File: src/rtl/sum_accumulator.sv
// sum_accumulator
//
// Accumulates a burst of ripple-carry adder results into a wide running
// total. Each accepted beat contributes the unsigned value {cout, s}. After
// the programmed number of beats, the total, a sticky overflow flag and the
// beat count are presented on a valid/ready output.
//
// Build option:
//   SUM_ACC_SATURATE_EN -- when defined, an overflow in the ACC state clamps
//                          acc to all-ones for the rest of the burst.
//                          When undefined, acc wraps modulo 2^ACC_W.
//                          ovf is set in both builds.
//
// Parameters:
//   width : sum width of the feeding adder (s is width bits, plus cout)
//   ACC_W : accumulator width, must be >= width+1
//   CNT_W : beat-counter width; the longest burst is 2^CNT_W-1 beats
//
// Ports:
//   clk       : rising-edge clock
//   rst       : synchronous active-high reset
//   in_valid  : s/cout/len are valid
//   in_ready  : beat accepted on in_valid & in_ready (state decode)
//   s, cout   : adder result; cout is the MSB of the beat value
//   len       : burst length, sampled on the first beat; 0 counts as 1
//   out_valid : total available
//   out_ready : downstream accepts the total
//   acc       : accumulated total
//   ovf       : sticky overflow for the current burst
//   beats     : beats accepted in the current burst
module sum_accumulator #(
  parameter int width = 8,
  parameter int ACC_W = 16,
  parameter int CNT_W = 4
) (
  input  logic             clk,
  input  logic             rst,
  input  logic             in_valid,
  output logic             in_ready,
  input  logic [width-1:0] s,
  input  logic             cout,
  input  logic [CNT_W-1:0] len,
  output logic             out_valid,
  input  logic             out_ready,
  output logic [ACC_W-1:0] acc,
  output logic             ovf,
  output logic [CNT_W-1:0] beats
);

  typedef enum logic [1:0] {
    S_IDLE = 2'd0,
    S_ACC  = 2'd1,
    S_DONE = 2'd2
  } state_t;

  typedef struct packed {
    logic [ACC_W-1:0] acc;
    logic             ovf;
  } acc_res_t;

  state_t           state_q, state_d;
  logic [ACC_W-1:0] acc_q, acc_d;
  logic             ovf_q, ovf_d;
  logic [CNT_W-1:0] beats_q, beats_d;
  logic [CNT_W-1:0] len_q, len_d;
  logic             out_valid_q, out_valid_d;

  logic [ACC_W-1:0] beat_v;
  logic [CNT_W-1:0] len_eff;
  logic [CNT_W-1:0] beats_inc;
  logic             hs;
  acc_res_t         add_res;

  // One extra bit catches the carry out of the accumulator. The overflow
  // flag is sticky across the burst; in the saturating build a set flag
  // pins the total at all-ones so later beats cannot bring it back down.
  function automatic acc_res_t acc_add(input logic [ACC_W-1:0] a,
                                       input logic [ACC_W-1:0] b,
                                       input logic             ovf_in);
    logic [ACC_W:0] sum;
    acc_res_t       res;
    sum     = {1'b0, a} + {1'b0, b};
    res.ovf = ovf_in | sum[ACC_W];
`ifdef SUM_ACC_SATURATE_EN
    res.acc = res.ovf ? {ACC_W{1'b1}} : sum[ACC_W-1:0];
`else
    res.acc = sum[ACC_W-1:0];
`endif
    return res;
  endfunction

  // in_ready is a pure state decode so there is no input-to-output path.
  assign in_ready  = (state_q != S_DONE);
  assign out_valid = out_valid_q;
  assign acc       = acc_q;
  assign ovf       = ovf_q;
  assign beats     = beats_q;

  assign hs        = in_valid & in_ready;
  assign len_eff   = (len == '0) ? CNT_W'(1) : len;
  assign beats_inc = beats_q + CNT_W'(1);

  always_comb begin
    beat_v            = '0;
    beat_v[width:0]   = {cout, s};
  end

  assign add_res = acc_add(acc_q, beat_v, ovf_q);

  always_comb begin
    state_d     = state_q;
    acc_d       = acc_q;
    ovf_d       = ovf_q;
    beats_d     = beats_q;
    len_d       = len_q;
    out_valid_d = out_valid_q;

    unique case (state_q)
      S_IDLE: begin
        if (hs) begin
          acc_d   = beat_v;
          beats_d = CNT_W'(1);
          ovf_d   = 1'b0;
          len_d   = len_eff;
          if (len_eff == CNT_W'(1)) begin
            state_d     = S_DONE;
            out_valid_d = 1'b1;
          end else begin
            state_d     = S_ACC;
          end
        end
      end

      S_ACC: begin
        if (hs) begin
          acc_d   = add_res.acc;
          ovf_d   = add_res.ovf;
          beats_d = beats_inc;
          if (beats_inc == len_q) begin
            state_d     = S_DONE;
            out_valid_d = 1'b1;
          end
        end
      end

      S_DONE: begin
        // Results stay put after the handoff until the next first beat.
        if (out_ready) begin
          state_d     = S_IDLE;
          out_valid_d = 1'b0;
        end
      end

      default: begin
        state_d     = S_IDLE;
        out_valid_d = 1'b0;
      end
    endcase
  end

  always_ff @(posedge clk) begin
    if (rst) begin
      state_q     <= S_IDLE;
      acc_q       <= '0;
      ovf_q       <= 1'b0;
      beats_q     <= '0;
      len_q       <= '0;
      out_valid_q <= 1'b0;
    end else begin
      state_q     <= state_d;
      acc_q       <= acc_d;
      ovf_q       <= ovf_d;
      beats_q     <= beats_d;
      len_q       <= len_d;
      out_valid_q <= out_valid_d;
    end
  end

endmodule

File: config.mk
export PLATFORM = sky130hd
export DESIGN_NAME = sum_accumulator
export DESIGN_NICKNAME = d
export VERILOG_FILES = /design/src/rtl/sum_accumulator.sv
export SDC_FILE = /design/constraint.sdc
export NUM_CORES = 1
export LEC_CHECK = 0
export CORE_MARGIN = 2
export CORE_UTILIZATION = 25
export CTS_CLUSTER_DIAMETER = 40
export DETAILED_ROUTE_END_ITERATION = 8
export SLEW_MARGIN = 10
export SYNTH_ARGS = -nofsm -noshare
export SYNTH_HDL_FRONTEND = slang
export SYNTH_SLANG_ARGS = --single-unit
File: constraint.sdc
create_clock -name clk -period 4.1 [get_ports clk]
set_clock_uncertainty 0.05 [all_clocks]
set_input_delay 0.41 -clock clk [delete_from_list [all_inputs] [get_ports clk]]
set_output_delay 0.41 -clock clk [all_outputs]
set_load 0.005 [all_outputs]
== Word level (Yosys, flattened, before mapping) ==
Index checks and enable logic that the tools add are counted.

* Word-level logic and storage cells: 49
* Flip-flop bits (word level): 28
* Input bits: 17
* Output and inout port bits: 23

* Mux-type cells: 22
* Bitwise operators: 2
* $add $sub $neg: 2
* Equality and inequality tests: 10
* Reduce and logical (&&, ||, !) cells: 7

{| class="wikitable"
|+ Operator list
! kind !! number
|-
| 2-to-1 mux 16 bit || 2
|-
| case mux 16 bit (2 select lines) || 1
|-
| adder 16 x 9 -> 17 bit || 1
|-
| 2-to-1 mux 4 bit || 3
|-
| != test 2 bit (second input constant) || 6
|-
| 2-to-1 mux 2 bit || 5
|-
| case mux 4 bit (2 select lines) || 1
|-
| 2-to-1 mux 1 bit || 7
|-
| case mux 2 bit (3 select lines) || 1
|-
| AND reduction 5 bit || 1
|-
| adder 4 x 1 -> 4 bit (second input constant) || 1
|-
| == test 4 x 1 -> 1 bit (second input constant) || 1
|-
| == test 4 bit || 1
|-
| zero test 4 bit || 1
|-
| AND reduction 4 bit || 1
|-
| case mux 1 bit (3 select lines) || 1
|-
| AND reduction 3 bit || 1
|-
| == test 2 x 1 -> 1 bit (second input constant) || 1
|-
| == test 2 bit (second input constant) || 1
|-
| zero test 2 bit || 1
|-
| case mux 1 bit (2 select lines) || 1
|-
| AND reduction 2 bit || 1
|-
| nonzero test 2 bit || 1
|-
| bitwise AND 1 bit || 1
|-
| bitwise OR 1 bit || 1
|}

== Logic depth before layout (Yosys ltp) ==
* Depth in word-level cells: 6
* Depth in mapped cells: 7
* Mapped depth without buffers: 7

== Worst setup path after synthesis ==
No wires, ideal clock.

* Kind: input to register
* Start point: input s[0]
* End point: register acc_q[6] (netlist: acc[6])
* Required time: 3920 ps
* Slack: 2115 ps
* Arrival time: 1805 ps
* Path buffers: 0
* Stages on the path: 7
* Setup time: 130 ps
* Path through: ha_1 fa_1 a21oi_1 o21ai_2 or3_1 a31oi_1 o31ai_1

* Word-level cells in the longest chain between the ends: 3

{| class="wikitable"
|+ Ends and longest elaborated chain
! item !! RTL line !! text
|-
| start, declared || 40 || <nowiki>input logic [width-1:0] s,</nowiki>
|-
| adder 16 x 9 -> 17 bit || 82 || <nowiki>sum = {1'b0, a} + {1'b0, b};</nowiki>
|-
| 2-to-1 mux 16 bit || 135 || <nowiki>if (hs) begin</nowiki>
|-
| case mux 16 bit (2 select lines) || 118 || <nowiki>unique case (state_q)</nowiki>
|-
| end signal, assigned || 164 || <nowiki>acc_q <= '0;</nowiki>
|-
| end signal, assigned || 171 || <nowiki>acc_q <= acc_d;</nowiki>
|-
| end, declared || 62 || <nowiki>logic [ACC_W-1:0] acc_q, acc_d;</nowiki>
|}

Every way passes these cells. The select of a mux whose other input is x is not followed.
A chain may end at the register's enable or synchronous reset.

== Worst setup path in the final report ==
* Start point: input s[0]
* End point: register acc_q[10] (netlist: acc[10])

The elaborated chain is that of the path after synthesis.

==> flow_summary.yaml <==
sta:
  slew_headroom_pct: 43.5
  layout_min_cycle_time_ns: 2.33
  postLayoutSetupSlackWorst_ns: 1.77
  setup_viol: 0
  finalMaxSlewViolations: 0
  timing.fmax_mhz: 429
  fin_crit_sh_pct: 56.9
  tightest_slew_ns: 0.847
  rsz0062_at_grt: "false"
  setup_tns_ns: 0
  hold_viol: 0
floorplanning:
  die-area_sq_um: 7980
  start_util_pct: 25.5
  die_w_um: 89.3
  coreArea_sq_um: 7140
  io_pins: 40
  die_h_um: 89.3
  rows: 31
layout:
  area_growth_pct: 28.7
  multi_input_area_sq_um: 1190
  n_antenna_cell: 0
  drive_above_1_share_pct: 4.25
  seq_area_sq_um: 561
  nFillCells: 781
  nets: 288
  layoutNonFillerInstCount: 358
routing:
  wl_met3_um: 191
  vias_per_cell: 4.95
  ant_nets: 0
  drt_wl_total_um: 4830
  route.met2.wl_um: 2260
  dr.pass1.iters: 4
  post_drt_wl_per_cell_um: 13.5
  via_count: 1771
  highest_layer: "met4"
  drt_iter0_drc: 106
  wl_met1_um: 2350
  drc: 0
logic_synthesis:
  ys_async_sr_fraction_pct: 0
  avgSynthCellArea_sq_um: 8.02
  synth_cells: 227
  ys_types: 45
  yosys_most_used_dff: "dfxtp_1"
  netlist.area_leader.share_pct: 30.8
  synth_edf_count: 0
  synth_area_leader_cell: "dfxtp_1"
  synth_area_leaders: "dfxtp_1 31%, ha_1 6.9%, a21oi_1 6.3%, o21ai_0 4.9%, mux2i_1 4.4%"
  syn_area_sq_um: 1820
  ys_ff_latch: 28
  synth_fp_nets: 255
  yosys_warnings: 0
  seq_area_frac_synth_pct: 30.8
global_routing:
  grt_pass1_wl_um: 7730
  grt_usage_pct: 12.3
  grt_pass1_vias: 1567
  antenna_found_initial: 0
  overflow: 0
  grt_start_max_net_pins: 33
clocking:
  cts_tree: "built"
  cts_hold_buf: 0
  cts-root-buf: "clkbuf_8"
  clk-insertion-delay-late_ns: 0.28
  cts-resized-gates: 0
  cts_buffer_depth: 2
  cts_setup_buffers: 0
  cts.sinks: 28
  htreeDepth: 1
  cts_made_buffers: 3
  cts.clk_slew.worst_paths_ns: 0.10
placement:
  dp.cells: 354
  post-dp-hpwl_um: 3540
  place_ws_ns: 1.47
  io_buffers: 39
  place.gp.congestion: 0.785
hold_path:
  min_path_type: "register to register"
  worstHoldStart: "out_valid$_SDFFE_PP0P_"
setup_path:
  critPathMaxStageDelay_ns: 0.43
  arrival_ns: 2.44
  cpMaxStageDelayCell: "clkdlybuf4s50_1"
  critical_path_required_ns: 4.21
  critical_path_class: "input pin to register"
  crit_path_end_kind: "register"
  path_buf_inv: 1
  cp-start-kind: "input pin"
  crit_chain: "clkdlybuf4s50_1 -> ha_1 -> fa_1 -> a21oi_1 -> o21ai_2 -> a211oi_2 -> or4_1 -> a21boi_1"
  cp_max_fo: 4
  crit_start: "s[0]"
  r2r-start: "state_q[1]$_SDFFE_PP0P_"
  cp_top_family: "compound AO/OA/AOI/OAI gates"
pwr:
  comb_power_share_pct: 33.0
  switchingPower_w: 0.000247
  power_w: 0.000742
  internal_power_w: 0.000495
  power_density_nw_per_um2: 317
  power.leakage_nw: 0.855
  irDropWorstVdd_mv: 0.158
  netSwitchingFraction_pct: 33.3
  seq_power_share_pct: 43.2
  clock_power_share_pct: 23.7
status:
  run_status: "completed"
flow_run:
  maxCapViolCount: 0
==> final timing paths <==
check | end | slack, ns | cells after the start
worst min-delay path | out_valid$_SDFFE_PP0P_ | 0.44 | 2
worst max register to register | acc[9]$_SDFFE_PP0P_ | 1.94 | 5
worst min register to register | out_valid$_SDFFE_PP0P_ | 0.44 | 2
worst max-delay path | acc[10]$_SDFFE_PP0P_ | 1.77 | 8
==> state kept, by name, summed over array words and instances (netlist names) <==
| signal | count |
|---|---|
| acc | 16 |
| beats | 4 |
| len_q | 4 |
| state_q | 2 |
| out_valid | 1 |
| ovf | 1 |
==> cell usage in the layout, fill, tap and decap left out, drive strengths merged, types with 2 or more instances in the layout <==
master         instances
clkdlybuf4s50         39
dfxtp                 28
a21oi                 23
nand2                 21
o21ai                 21
nor2                  13
ha                    10
or3                    9
nand3                  8
mux2i                  8
a211oi                 7
xnor2                  6
nand2b                 5
a21o                   5
nand3b                 5
nor3                   5
o31ai                  5
clkbuf                 4
inv                    3
xor2                   3
nand4                  2
nor2b                  2
nor4b                  2
a31oi                  2
o221ai                 2
nor4                   2
or4                    2
a21boi                 2
o21a                   2
buf                    2
==> area by class of cell <==
class | count | share of cell area (%)
multi-input combinational | 183 | 50.7
sequential | 28 | 23.9
timing repair buffer | 41 | 17.3
tap | 99 | 5.29
clock buffer | 4 | 2.35
inverter | 3 | 0.481
==> per-layer routing <==
metal  up-vias  global-route usage (%)
met3         2                    2.31
li1        898                       -
met4         0                    2.44
met5         -                       0
met2        31                    20.2
met1       840                    17.0
==> stage by stage <==
step | area [sq um] | hold WS (ns) | util [%]
final | 2340 | 0.441 | 32.8
after global routing | 2340 | 0.461 | 32.8
after CTS | 2340 | 0.445 | 32.8
after detailed placement | 2290 | 0.426 | 32.1
after global placement | 2290 | 0.390 | 32.1
after floorplan | 1820 | 0.394 | -
==> worst register-to-register path: stages (launching register included) <==
cell	delay, ns
dfxtp_1	0.45
nand2b_1	0.58
nor2_1	0.30
nor2_1	0.44
nand2_1	0.11
mux2i_1	0.15
==> cell usage after synthesis (all sizes together), types with 2 or more instances <==
cell type	n
a211oi	7
a21boi	2
a21o	5
a21oi	23
a31oi	2
buf	5
clkbuf	8
dfxtp	28
ha	10
inv	3
mux2i	8
nand2	21
nand2b	5
nand3	8
nand3b	5
nand4	2
nor2	13
nor2b	2
nor3	5
nor4	2
nor4b	2
o21a	2
o21ai	21
o221ai	2
o31ai	5
or3	9
or4	2
xnor2	6
xor2	3
==> power groups by stage <==
stage	Sequential, W	Clock [W]	Combinational, W
finish	0.000321	0.000176	0.000245
global route	0.000325	0.000191	0.000275
CTS	0.000321	0.000178	0.000246
detailed placement	0.000327	0	0.000244
global placement	0.000327	0	0.000239
floorplan	0.000316	0	0.000169
==> logic make-up (layout without fill, tap and decap cells) <==
| family | after synthesis | count (layout) | synth area share [%] |
|---|---|---|---|
| xor gates and xnor gates | 9 | 9 | 4.33 |
| AOI/OAI and AO/OA | 75 | 75 | 25.7 |
| muxes | 8 | 8 | 4.40 |
| buffers and inverters | 16 | 48 | 3.99 |
| adders and majority gates | 11 | 11 | 7.97 |
| DFF | 28 | 28 | 30.8 |
| and+or+nand+nor | 80 | 80 | 22.8 |
(Power assumes the default switching activity.)
